`src/rtl/cam_stream_capture.sv`:
```
// Byte-serial camera capture: packs bytes into pixels, checks frame geometry
// and streams pixels with sop/eop through a FIFO. Optional: CAM_TESTPAT_EN.
module cam_stream_capture #(
  parameter int DATA_W        = 8,
  parameter int BYTES_PER_PIX = 2,
  parameter int FRAME_W       = 640,
  parameter int FRAME_H       = 480,
  parameter int FIFO_DEPTH    = 16
) (
  input  logic                            clk,
  input  logic                            reset,
  input  logic                            enable,
  input  logic                            stat_clr,
  input  logic                            cam_valid,
  input  logic [DATA_W-1:0]               cam_data,
  input  logic                            cam_href,
  input  logic                            cam_vsync,
`ifdef CAM_TESTPAT_EN
  input  logic                            testpat,
`endif
  output logic [DATA_W*BYTES_PER_PIX-1:0] out_data,
  output logic                            out_valid,
  input  logic                            out_ready,
  output logic                            out_sop,
  output logic                            out_eop,
  output logic [15:0]                     frame_cnt,
  output logic [15:0]                     drop_cnt,
  output logic                            line_err,
  output logic                            busy
);

  localparam int PW   = DATA_W * BYTES_PER_PIX;
  localparam int PHW  = (BYTES_PER_PIX > 1) ? $clog2(BYTES_PER_PIX) : 1;
  localparam int CW   = $clog2(FRAME_W + 2);
  localparam int RW   = $clog2(FRAME_H + 2);
  localparam int AW   = $clog2(FIFO_DEPTH);
  localparam int CNTW = AW + 1;

  localparam logic [1:0] S_IDLE = 2'd0;
  localparam logic [1:0] S_SYNC = 2'd1;
  localparam logic [1:0] S_CAP  = 2'd2;

  logic [1:0]     state_q, state_d;
  logic           vsync_q, href_q;
  logic [PHW-1:0] phase_q, phase_d;
  logic [CW-1:0]  col_q, col_d;
  logic [RW-1:0]  row_q, row_d;
  logic [PW-1:0]  pix_q, pix_d;
  logic [15:0]    frame_cnt_q, frame_cnt_d;
  logic [15:0]    drop_cnt_q, drop_cnt_d;
  logic           line_err_q, line_err_d;

  logic [PW-1:0]   mem_data_q [FIFO_DEPTH];
  logic            mem_sop_q  [FIFO_DEPTH];
  logic            mem_eop_q  [FIFO_DEPTH];
  logic [AW-1:0]   wptr_q, rptr_q;
  logic [CNTW-1:0] cnt_q;

  logic          fs, fe, le;
  logic          pop, full, byte_en, pix_done, in_rng;
  logic          push, drop, push_sop, push_eop;
  logic          frame_inc, err_set;
  logic [PW-1:0] pix_shift, push_data;

  assign fs = vsync_q & ~cam_vsync;
  assign fe = ~vsync_q & cam_vsync;
  assign le = href_q & ~cam_href;

  assign pop  = (cnt_q != '0) & out_ready;
  assign full = (cnt_q == CNTW'(FIFO_DEPTH));

  assign byte_en   = enable & (state_q == S_CAP) & ~fe & cam_href & cam_valid;
  assign pix_shift = (pix_q << DATA_W) | PW'(cam_data);
  assign pix_done  = byte_en & (phase_q == PHW'(BYTES_PER_PIX - 1));
  assign in_rng    = (col_q < CW'(FRAME_W)) & (row_q < RW'(FRAME_H));

  // A pixel may enter a full FIFO when the head leaves in the same cycle
  assign push = pix_done & in_rng & (~full | pop);
  assign drop = pix_done & in_rng & full & ~pop;

  assign push_sop = (row_q == '0) & (col_q == '0);
  assign push_eop = (row_q == RW'(FRAME_H - 1)) & (col_q == CW'(FRAME_W - 1));

`ifdef CAM_TESTPAT_EN
  assign push_data = testpat ? PW'(col_q) : pix_shift;
`else
  assign push_data = pix_shift;
`endif

  always_comb begin
    state_d   = state_q;
    phase_d   = phase_q;
    col_d     = col_q;
    row_d     = row_q;
    pix_d     = pix_q;
    frame_inc = 1'b0;
    err_set   = 1'b0;
    if (!enable) begin
      state_d = S_IDLE;
      phase_d = '0;
    end else begin
      unique case (state_q)
        S_IDLE: begin
          state_d = S_SYNC;
          phase_d = '0;
        end
        S_SYNC: begin
          phase_d = '0;
          if (fs) begin
            state_d = S_CAP;
            row_d   = '0;
            col_d   = '0;
          end
        end
        S_CAP: begin
          if (fe) begin
            if (row_q == RW'(FRAME_H)) frame_inc = 1'b1;
            else                       err_set   = 1'b1;
            state_d = S_SYNC;
            phase_d = '0;
          end else if (!cam_href) begin
            phase_d = '0;
            if (le) begin
              if (col_q != CW'(FRAME_W)) err_set = 1'b1;
              if (row_q != RW'(FRAME_H + 1)) row_d = row_q + 1'b1;
              col_d = '0;
            end
          end else if (cam_valid) begin
            pix_d   = pix_shift;
            phase_d = pix_done ? '0 : phase_q + 1'b1;
            if (pix_done) begin
              if (!in_rng) err_set = 1'b1;
              if (col_q != CW'(FRAME_W + 1)) col_d = col_q + 1'b1;
              if (drop) state_d = S_SYNC;
            end
          end
        end
        default: state_d = S_IDLE;
      endcase
    end
  end

  always_comb begin
    frame_cnt_d = frame_cnt_q + {15'd0, frame_inc};
    drop_cnt_d  = drop_cnt_q;
    if (drop && drop_cnt_q != 16'hFFFF) drop_cnt_d = drop_cnt_q + 16'd1;
    line_err_d  = line_err_q | err_set;
    if (stat_clr) begin
      frame_cnt_d = '0;
      drop_cnt_d  = '0;
      line_err_d  = 1'b0;
    end
  end

  always_ff @(posedge clk) begin
    if (reset) begin
      state_q     <= S_IDLE;
      vsync_q     <= 1'b0;
      href_q      <= 1'b0;
      phase_q     <= '0;
      col_q       <= '0;
      row_q       <= '0;
      pix_q       <= '0;
      frame_cnt_q <= '0;
      drop_cnt_q  <= '0;
      line_err_q  <= 1'b0;
      wptr_q      <= '0;
      rptr_q      <= '0;
      cnt_q       <= '0;
    end else begin
      state_q     <= state_d;
      vsync_q     <= cam_vsync;
      href_q      <= cam_href;
      phase_q     <= phase_d;
      col_q       <= col_d;
      row_q       <= row_d;
      pix_q       <= pix_d;
      frame_cnt_q <= frame_cnt_d;
      drop_cnt_q  <= drop_cnt_d;
      line_err_q  <= line_err_d;
      if (push) wptr_q <= wptr_q + 1'b1;
      if (pop)  rptr_q <= rptr_q + 1'b1;
      cnt_q <= cnt_q + {{AW{1'b0}}, push} - {{AW{1'b0}}, pop};
    end
  end

  always_ff @(posedge clk) begin
    if (push) begin
      mem_data_q[wptr_q] <= push_data;
      mem_sop_q[wptr_q]  <= push_sop;
      mem_eop_q[wptr_q]  <= push_eop;
    end
  end

  assign out_valid = (cnt_q != '0);
  assign out_data  = out_valid ? mem_data_q[rptr_q] : '0;
  assign out_sop   = out_valid & mem_sop_q[rptr_q];
  assign out_eop   = out_valid & mem_eop_q[rptr_q];
  assign frame_cnt = frame_cnt_q;
  assign drop_cnt  = drop_cnt_q;
  assign line_err  = line_err_q;
  assign busy      = (state_q == S_CAP);

endmodule

```
`config.mk`:
```
export PLATFORM = sky130hd
export DESIGN_NAME = cam_stream_capture
export DESIGN_NICKNAME = d
export VERILOG_FILES = /design/src/rtl/cam_stream_capture.sv
export SDC_FILE = /design/constraint.sdc
export NUM_CORES = 1
export LEC_CHECK = 0
export ABC_CLOCK_PERIOD_IN_PS = 4000
export BUFFER_PORTS_ARGS = -buffer_cell sky130_fd_sc_hd__clkbuf_2
export CAP_MARGIN = 25
export CORE_UTILIZATION = 50
export DETAILED_ROUTE_END_ITERATION = 10
export GPL_TIMING_DRIVEN = 0
export HOLD_SLACK_MARGIN = 0.06
export PLACE_DENSITY = 0.77
export SYNTH_ARGS = -nofsm -noshare
export SYNTH_HDL_FRONTEND = slang
export SYNTH_SLANG_ARGS = --single-unit
```
`constraint.sdc`:
```
create_clock -name clk -period 4 [get_ports clk]
set_input_delay 0.2 -clock clk [delete_from_list [all_inputs] [get_ports clk]]
set_output_delay 0.2 -clock clk [all_outputs]
set_load 0.01 [all_outputs]
```
==> results.sh, run 1 <==
export IMPL_ios=69
export IMPL_maxSlewViolCount=0
export IMPL_synth_async_reset_ratio=0
export IMPL_first_pass_iters=8
export IMPL_antenna_found_initial=0
export IMPL_violations="DRC"
export IMPL_synth_distinct_cells=61
export IMPL_cts_tree="done"
export IMPL_via_count=8895
export IMPL_syn_area_um2=15000
export IMPL_numClockSinks=370
export IMPL_final_area_um2=17500
export IMPL_synthFlopType="edfxtp_1"
export IMPL_clock_root_buffer="clkbuf_16"
export IMPL_syn_inst=925
export IMPL_final_cells=1475
export IMPL_wl_per_cell_um=22.6
export IMPL_coreArea_um2=29600
export IMPL_synth_common_cells="edfxtp_1, dfxtp_1, mux4_2"
export IMPL_rr_worst_depth=6
export IMPL_seq_area_frac_synth=0.684
export IMPL_required_ns=3.80
export IMPL_peakVddDrop_mv=0.347
export IMPL_placed_cells=1397
export IMPL_drive_gt1_frac=0.232
export IMPL_grt_pass1_vias=8940
export IMPL_skew_ns=0.0233
export IMPL_n_fill_cell=2219
export IMPL_nNetsFinal=1093
export IMPL_syn_nets=962
export IMPL_avgSynthCellArea_um2=16.3
export IMPL_die_h_um=175
export IMPL_wl_mm=33.3
export IMPL_numPortBuffers=68
export IMPL_area_growth_pct=16.6
export IMPL_dpl_hpwl_mm=20.9
export IMPL_setup_viol=0
export IMPL_netlist_top_cells_area="edfxtp_1, dfxtp_1, mux4_2, mux2i_1, ha_1"
export IMPL_cp_num_cells=5
export IMPL_critical_path_top_delay_family="buffers and inverters"
export IMPL_std_cell_rows=63
export IMPL_min_period_ns=3.34
export IMPL_dr_first_iter_drc_count=769
export IMPL_synth_largest_area_cell="edfxtp_1"
export IMPL_fmax_mhz=299
export IMPL_gp_congestion=0.855
export IMPL_cts_path_max_buffers=3
export IMPL_outcome="finished with violations"
export IMPL_ff_latch_area_um2=10300
export IMPL_synth_edff_count=288
export IMPL_postCtsSetupBuffers=0
export IMPL_leakage_nw=5.38
export IMPL_worstMarginPinSlew_ns=1.09
export IMPL_worstPathMaxFanout=10
export IMPL_ant_nets=0
export IMPL_maxCapViolCount=0
export IMPL_grt_max_degree=19
export IMPL_fin_setup_tns_ns=0
export IMPL_drc=2
export IMPL_clock_latency_ns=0.54
export IMPL_overflow=0
export IMPL_slowest_stage="buf_1"
export IMPL_critical_path_class="flip-flop to output pin"
export IMPL_r2r_slack_ns=0.76
export IMPL_synth_top_area_share=0.575
export IMPL_crit_arrival_ns=3.14
export IMPL_dieArea_um2=30800
export IMPL_multi_input_area_um2=4500
export IMPL_diodes=0
export IMPL_grt_use_total=0.222
export IMPL_clk_pin_slew_ns=0.06
export IMPL_dpl_worst_slack_ns=0.812
export IMPL_min_path_type="primary input to flip-flop"
export IMPL_die_x_um=175
export IMPL_power_density_nw_per_um2=525
export IMPL_crit_chain="clkbuf_1 -> buf_1 -> mux2i_1 -> o22ai_1 -> clkbuf_2"
export IMPL_start_util=0.507
export IMPL_setup_ws_ns=0.655
export IMPL_grt_pass1_wl_mm=51.5
export IMPL_maxSlewHeadroom=0.272
export IMPL_ys_ff_latch=370
export IMPL_critPathCaptureType="output pin"
export IMPL_yosysMostFrequentCell="edfxtp_1"
export IMPL_cts_buffers=38
export IMPL_crit_buf_inv=3
export IMPL_rsz0062_at_grt="no"
export IMPL_postPlaceCellArea_um2=16200
export IMPL_htree_levels=2
export IMPL_finalHoldViolCount=0
export IMPL_whs_path_depth=1
export IMPL_timing_final_crit_share=0.836
export IMPL_cp_start_kind="flip-flop"
export IMPL_viasPerCell=6.03
export IMPL_yosys_warnings=0
export IMPL_max_stage_delay_ns=0.87
[flip-flops by register name, indices dropped and copies added (netlist names), named ones only]
register	flops
vsync_q	1
drop_cnt	16
pix_q	8
mem_sop_q	16
row_q	9
phase_q	1
col_q	10
mem_data_q	256
mem_eop_q	16
frame_cnt	16
href_q	1
cnt_q	5
rptr_q	4
line_err	1
wptr_q	4
state_q	2
[routing by layer]
metal / GRT usage / vias to the layer above / part of all wire
met2: 0.369 / 393 / 0.49
met5: 0 / - / 0
met4: 0.0736 / 0 / 0.027
met1: 0.299 / 4497 / 0.41
li1: - / 3944 / -
met3: 0.0374 / 61 / 0.076
[worst reg2reg max path, delay by kind of cell (launching register included)]
family / cells / cell delay (ns)
simple gates: 5 / 2.22
buf+inv: 1 / 0.29
flops: 1 / 0.44
[power breakdown]
part / internal, W / switching [W]
registers: 0.00415 / 0.0000316
clock network: 0.00206 / 0.00145
logic: 0.000665 / 0.000855
[placed cells by master, fill, tap and decap left out, types with 6 or more instances in the layout]
cell         n
inv_1       21
buf_1        8
buf_2       14
nor2b_1      9
clkbuf_1    25
nand4_1     22
xnor2_1      7
a21oi_1     29
ha_1        20
clkbuf_16   39
edfxtp_1   288
buf_6        6
nand3_1     23
o22ai_1     18
buf_16       8
and4_1       9
clkbuf_2    70
nand2_1     33
dfxtp_1     82
o31ai_1     11
clkbuf_8     6
mux4_2      72
xor2_1      16
nor2_1      48
nor3_1       8
or3_1       12
mux2i_1     46
or4_1       15
and2_1      15
o21ai_0     15
[final timing paths]
check                                           to        start
worst max-delay path                  out_data[13]    flip-flop
worst min-delay path              mem_data_q[8][0]  cam_data[0]
worst max register to register  mem_data_q[10][11]   state_q[1]
worst min register to register            line_err     line_err
[logic make-up after synthesis]
logic type	share of synthesized area
DFF	0.684
and+or+nand+nor	0.0869
muxes	0.138
AOI/OAI and AO/OA	0.0411
buffers and inverters	0.0179
xor gates and xnor gates	0.0134
adders and majority gates	0.0180
[layout make-up]
class / count / area share
clock buffers: 54 / 0.0624
plain buffers: 42 / 0.0106
multi-input cells: 491 / 0.257
flip-flops and latches: 370 / 0.587
clock inverters: 15 / 0.00856
inverters: 22 / 0.00471
repair buffers: 91 / 0.0422
well taps: 390 / 0.0278
[stage by stage]
stage / power [W] / hold slack [ns] / utilization
6_report: 0.00921 / 0.0951 / 0.592
5_1_grt: 0.00955 / 0.111 / 0.592
4_1_cts: 0.00928 / 0.0838 / 0.589
2_1_floorplan: 0.00529 / 0.283 / -
3_5_place_dp: 0.00579 / 0.446 / 0.546
3_3_place_gp: 0.00576 / 0.441 / 0.535
[timing repair]
action | CTS | global route
hold endpoints to repair | 3 | 0
gates resized for setup | 0 | 0
hold buffers | 4 | 0
Power figures use the tool's default switching activity.
==> inputs of run 2 (changes only) <==
--- a/config.mk
+++ b/config.mk
@@ -5,7 +5,7 @@
 export SDC_FILE = /design/constraint.sdc
 export NUM_CORES = 1
 export LEC_CHECK = 0
-export ABC_CLOCK_PERIOD_IN_PS = 4000
+export ABC_CLOCK_PERIOD_IN_PS = 3400
 export BUFFER_PORTS_ARGS = -buffer_cell sky130_fd_sc_hd__clkbuf_2
 export CAP_MARGIN = 25
 export CORE_UTILIZATION = 50
==> constraint.sdc (replaced) <==
create_clock -name clk -period 3.4 [get_ports clk]
set_input_delay 0.17 -clock clk [delete_from_list [all_inputs] [get_ports clk]]
set_output_delay 0.17 -clock clk [all_outputs]
set_load 0.01 [all_outputs]
==> run 2 against run 1 <==
- the flow still finishes with violations (DRC)
- critical path depth is 2 higher
- die area stayed put
- clock power is 17% higher
- critical path type unchanged
- largest power group unchanged
- highest routed layer unchanged
==> results.sh, run 2 (synthesized netlist as in run 1, its figures left out) <==
export IMPL_outcome="finished with violations"
export IMPL_violations="DRC"
export IMPL_numPortBuffers=68
export IMPL_switchingPower_w=0.00275
export IMPL_antenna_found_initial=0
export IMPL_largest_reg_flops=256
export IMPL_coreArea_um2=29600
export IMPL_final_area_um2=17600
export IMPL_ff_latch_area_um2=10300
export IMPL_clock_power_share=0.380
export IMPL_rsz0062_at_grt="no"
export IMPL_clock_latency_ns=0.54
export IMPL_worstMarginPinSlew_ns=1.10
export IMPL_dieArea_um2=30800
export IMPL_overflow=0
export IMPL_cts_buffers=38
export IMPL_die_h_um=175
export IMPL_n_fill_cell=2221
export IMPL_grt_max_degree=19
export IMPL_dpl_hpwl_mm=20.9
export IMPL_final_util=0.592
export IMPL_mostFrequentLayoutCell="edfxtp_1"
export IMPL_wl_per_cell_um=22.6
export IMPL_drive_gt1_frac=0.233
export IMPL_critPathCaptureType="output pin"
export IMPL_sw_frac_of_total=0.254
export IMPL_leakage_nw=5.39
export IMPL_critical_path_class="flip-flop to output pin"
export IMPL_fmax_mhz=303
export IMPL_fin_setup_tns_ns=0
export IMPL_setup_viol=0
export IMPL_via_count=8884
export IMPL_power_density_nw_per_um2=617
export IMPL_dr_first_iter_drc_count=803
export IMPL_critical_path_top_delay_family="simple AND/OR/NAND/NOR gates"
export IMPL_first_pass_iters=8
export IMPL_postPlaceCellArea_um2=16200
export IMPL_p_int_w=0.00808
export IMPL_required_ns=3.23
export IMPL_gp_congestion=0.855
export IMPL_worstPathMaxFanout=10
export IMPL_min_period_ns=3.30
export IMPL_pwr_share_seq=0.454
export IMPL_clock_root_buffer="clkbuf_16"
export IMPL_area_growth_pct=16.7
export IMPL_viasPerCell=6.02
export IMPL_min_path_type="primary input to flip-flop"
export IMPL_die_x_um=175
export IMPL_drc=2
export IMPL_cp_start_kind="flip-flop"
export IMPL_finalHoldViolCount=0
export IMPL_nNetsFinal=1094
export IMPL_most_common_layout_cells="edfxtp_1, dfxtp_1, mux4_2"
export IMPL_start_util=0.507
export IMPL_grt_use_total=0.222
export IMPL_postCtsSetupBuffers=0
export IMPL_ios=69
export IMPL_timing_final_crit_share=0.971
export IMPL_slowest_stage="or4b_2"
export IMPL_total_power_w=0.0108
export IMPL_numClockSinks=370
export IMPL_std_cell_rows=63
export IMPL_maxSlewViolCount=0
export IMPL_p_comb_frac=0.166
export IMPL_ant_nets=0
export IMPL_skew_ns=0.0228
export IMPL_htree_levels=2
export IMPL_maxCapViolCount=0
export IMPL_cts_path_max_buffers=3
export IMPL_wl_mm=33.3
export IMPL_diodes=0
export IMPL_crit_buf_inv=3
export IMPL_crit_arrival_ns=3.13
export IMPL_grt_pass1_wl_mm=51.5
export IMPL_crit_chain="inv_1 -> ha_1 -> or4b_2 -> nand2_1 -> buf_2 -> o22ai_1 -> clkbuf_2"
export IMPL_max_stage_delay_ns=0.67
export IMPL_regMostFlops="mem_data_q"
export IMPL_maxSlewHeadroom=0.263
export IMPL_grt_pass1_vias=8942
export IMPL_clk_pin_slew_ns=0.06
export IMPL_peakVddDrop_mv=0.409
export IMPL_multi_input_area_um2=4510
export IMPL_cts_tree="done"
[run 2: cell types whose count changed in the layout (fill, tap and decap cells not counted), sizes merged]
cell / previous run / this run
buf: 43 / 42
clkbuf: 140 / 141
dlygate4sd3: 4 / 5
[run 2: power groups by stage]
stage / registers, W / logic (W) / clock network (W)
after floorplan: 0.00500 / 0.00122 / 0
after global placement: 0.00501 / 0.00177 / 0
after detailed placement: 0.00502 / 0.00180 / 0
after CTS: 0.00492 / 0.00182 / 0.00419
after global routing: 0.00492 / 0.00195 / 0.00437
final: 0.00492 / 0.00179 / 0.00412
[run 2: per-stage QoR]
| stage | std cells | hold slack (ns) | setup slack, ns |
|---|---|---|---|
| final | 1476 | 0.0745 | 0.0981 |
| after global routing | 1476 | 0.0969 | 0.00153 |
| after global placement | 1383 | 0.441 | -1.28 |
| after detailed placement | 1397 | 0.446 | 0.212 |
| after floorplan | 925 | 0.253 | 0.202 |
| after CTS | 1471 | 0.0680 | 0.0962 |
[run 2: path summary, 6_finish.rpt]
kind             endpoint  startpoint  depth (start not counted)  slack (ns)
min           drop_cnt[8]       reset                          3        0.07
min reg2reg      line_err    line_err                          2        0.46
max reg2reg      cnt_q[4]    cnt_q[2]                         15        0.22
max          out_data[13]    cnt_q[2]                          7         0.1
[run 2: tightest hold or removal path: cells and delay by family]
kind,cells,cell delay (ns)
buffers and inverters,1,0.19
multiplexers,1,0.06
AND/OR/NAND/NOR,1,0.14
[run 2: timing repair]
action,in CTS,in global routing
endpoints found under the setup margin,0,2
gates resized for setup,0,3
hold endpoints to repair,19,0
hold buffers,5,0
[run 2: layout make-up]
cell class / instances / area share
Buffer: 42 / 0.0107
Tap cell: 390 / 0.0278
Timing Repair Buffer: 92 / 0.0427
Clock buffer: 54 / 0.0624
Multi-Input combinational cell: 491 / 0.257
Inverter: 22 / 0.00470
Clock inverter: 15 / 0.00855
Sequential cell: 370 / 0.586
[run 2: routing by layer]
metal / part of all wire / wire (um) / vias up / global-route usage
met4: 0.025 / 847 / 0 / 0.0736
met3: 0.075 / 2510 / 64 / 0.0374
met1: 0.41 / 13700 / 4482 / 0.299
met5: 0 / 0 / - / 0
li1: - / - / 3945 / -
met2: 0.49 / 16300 / 393 / 0.369
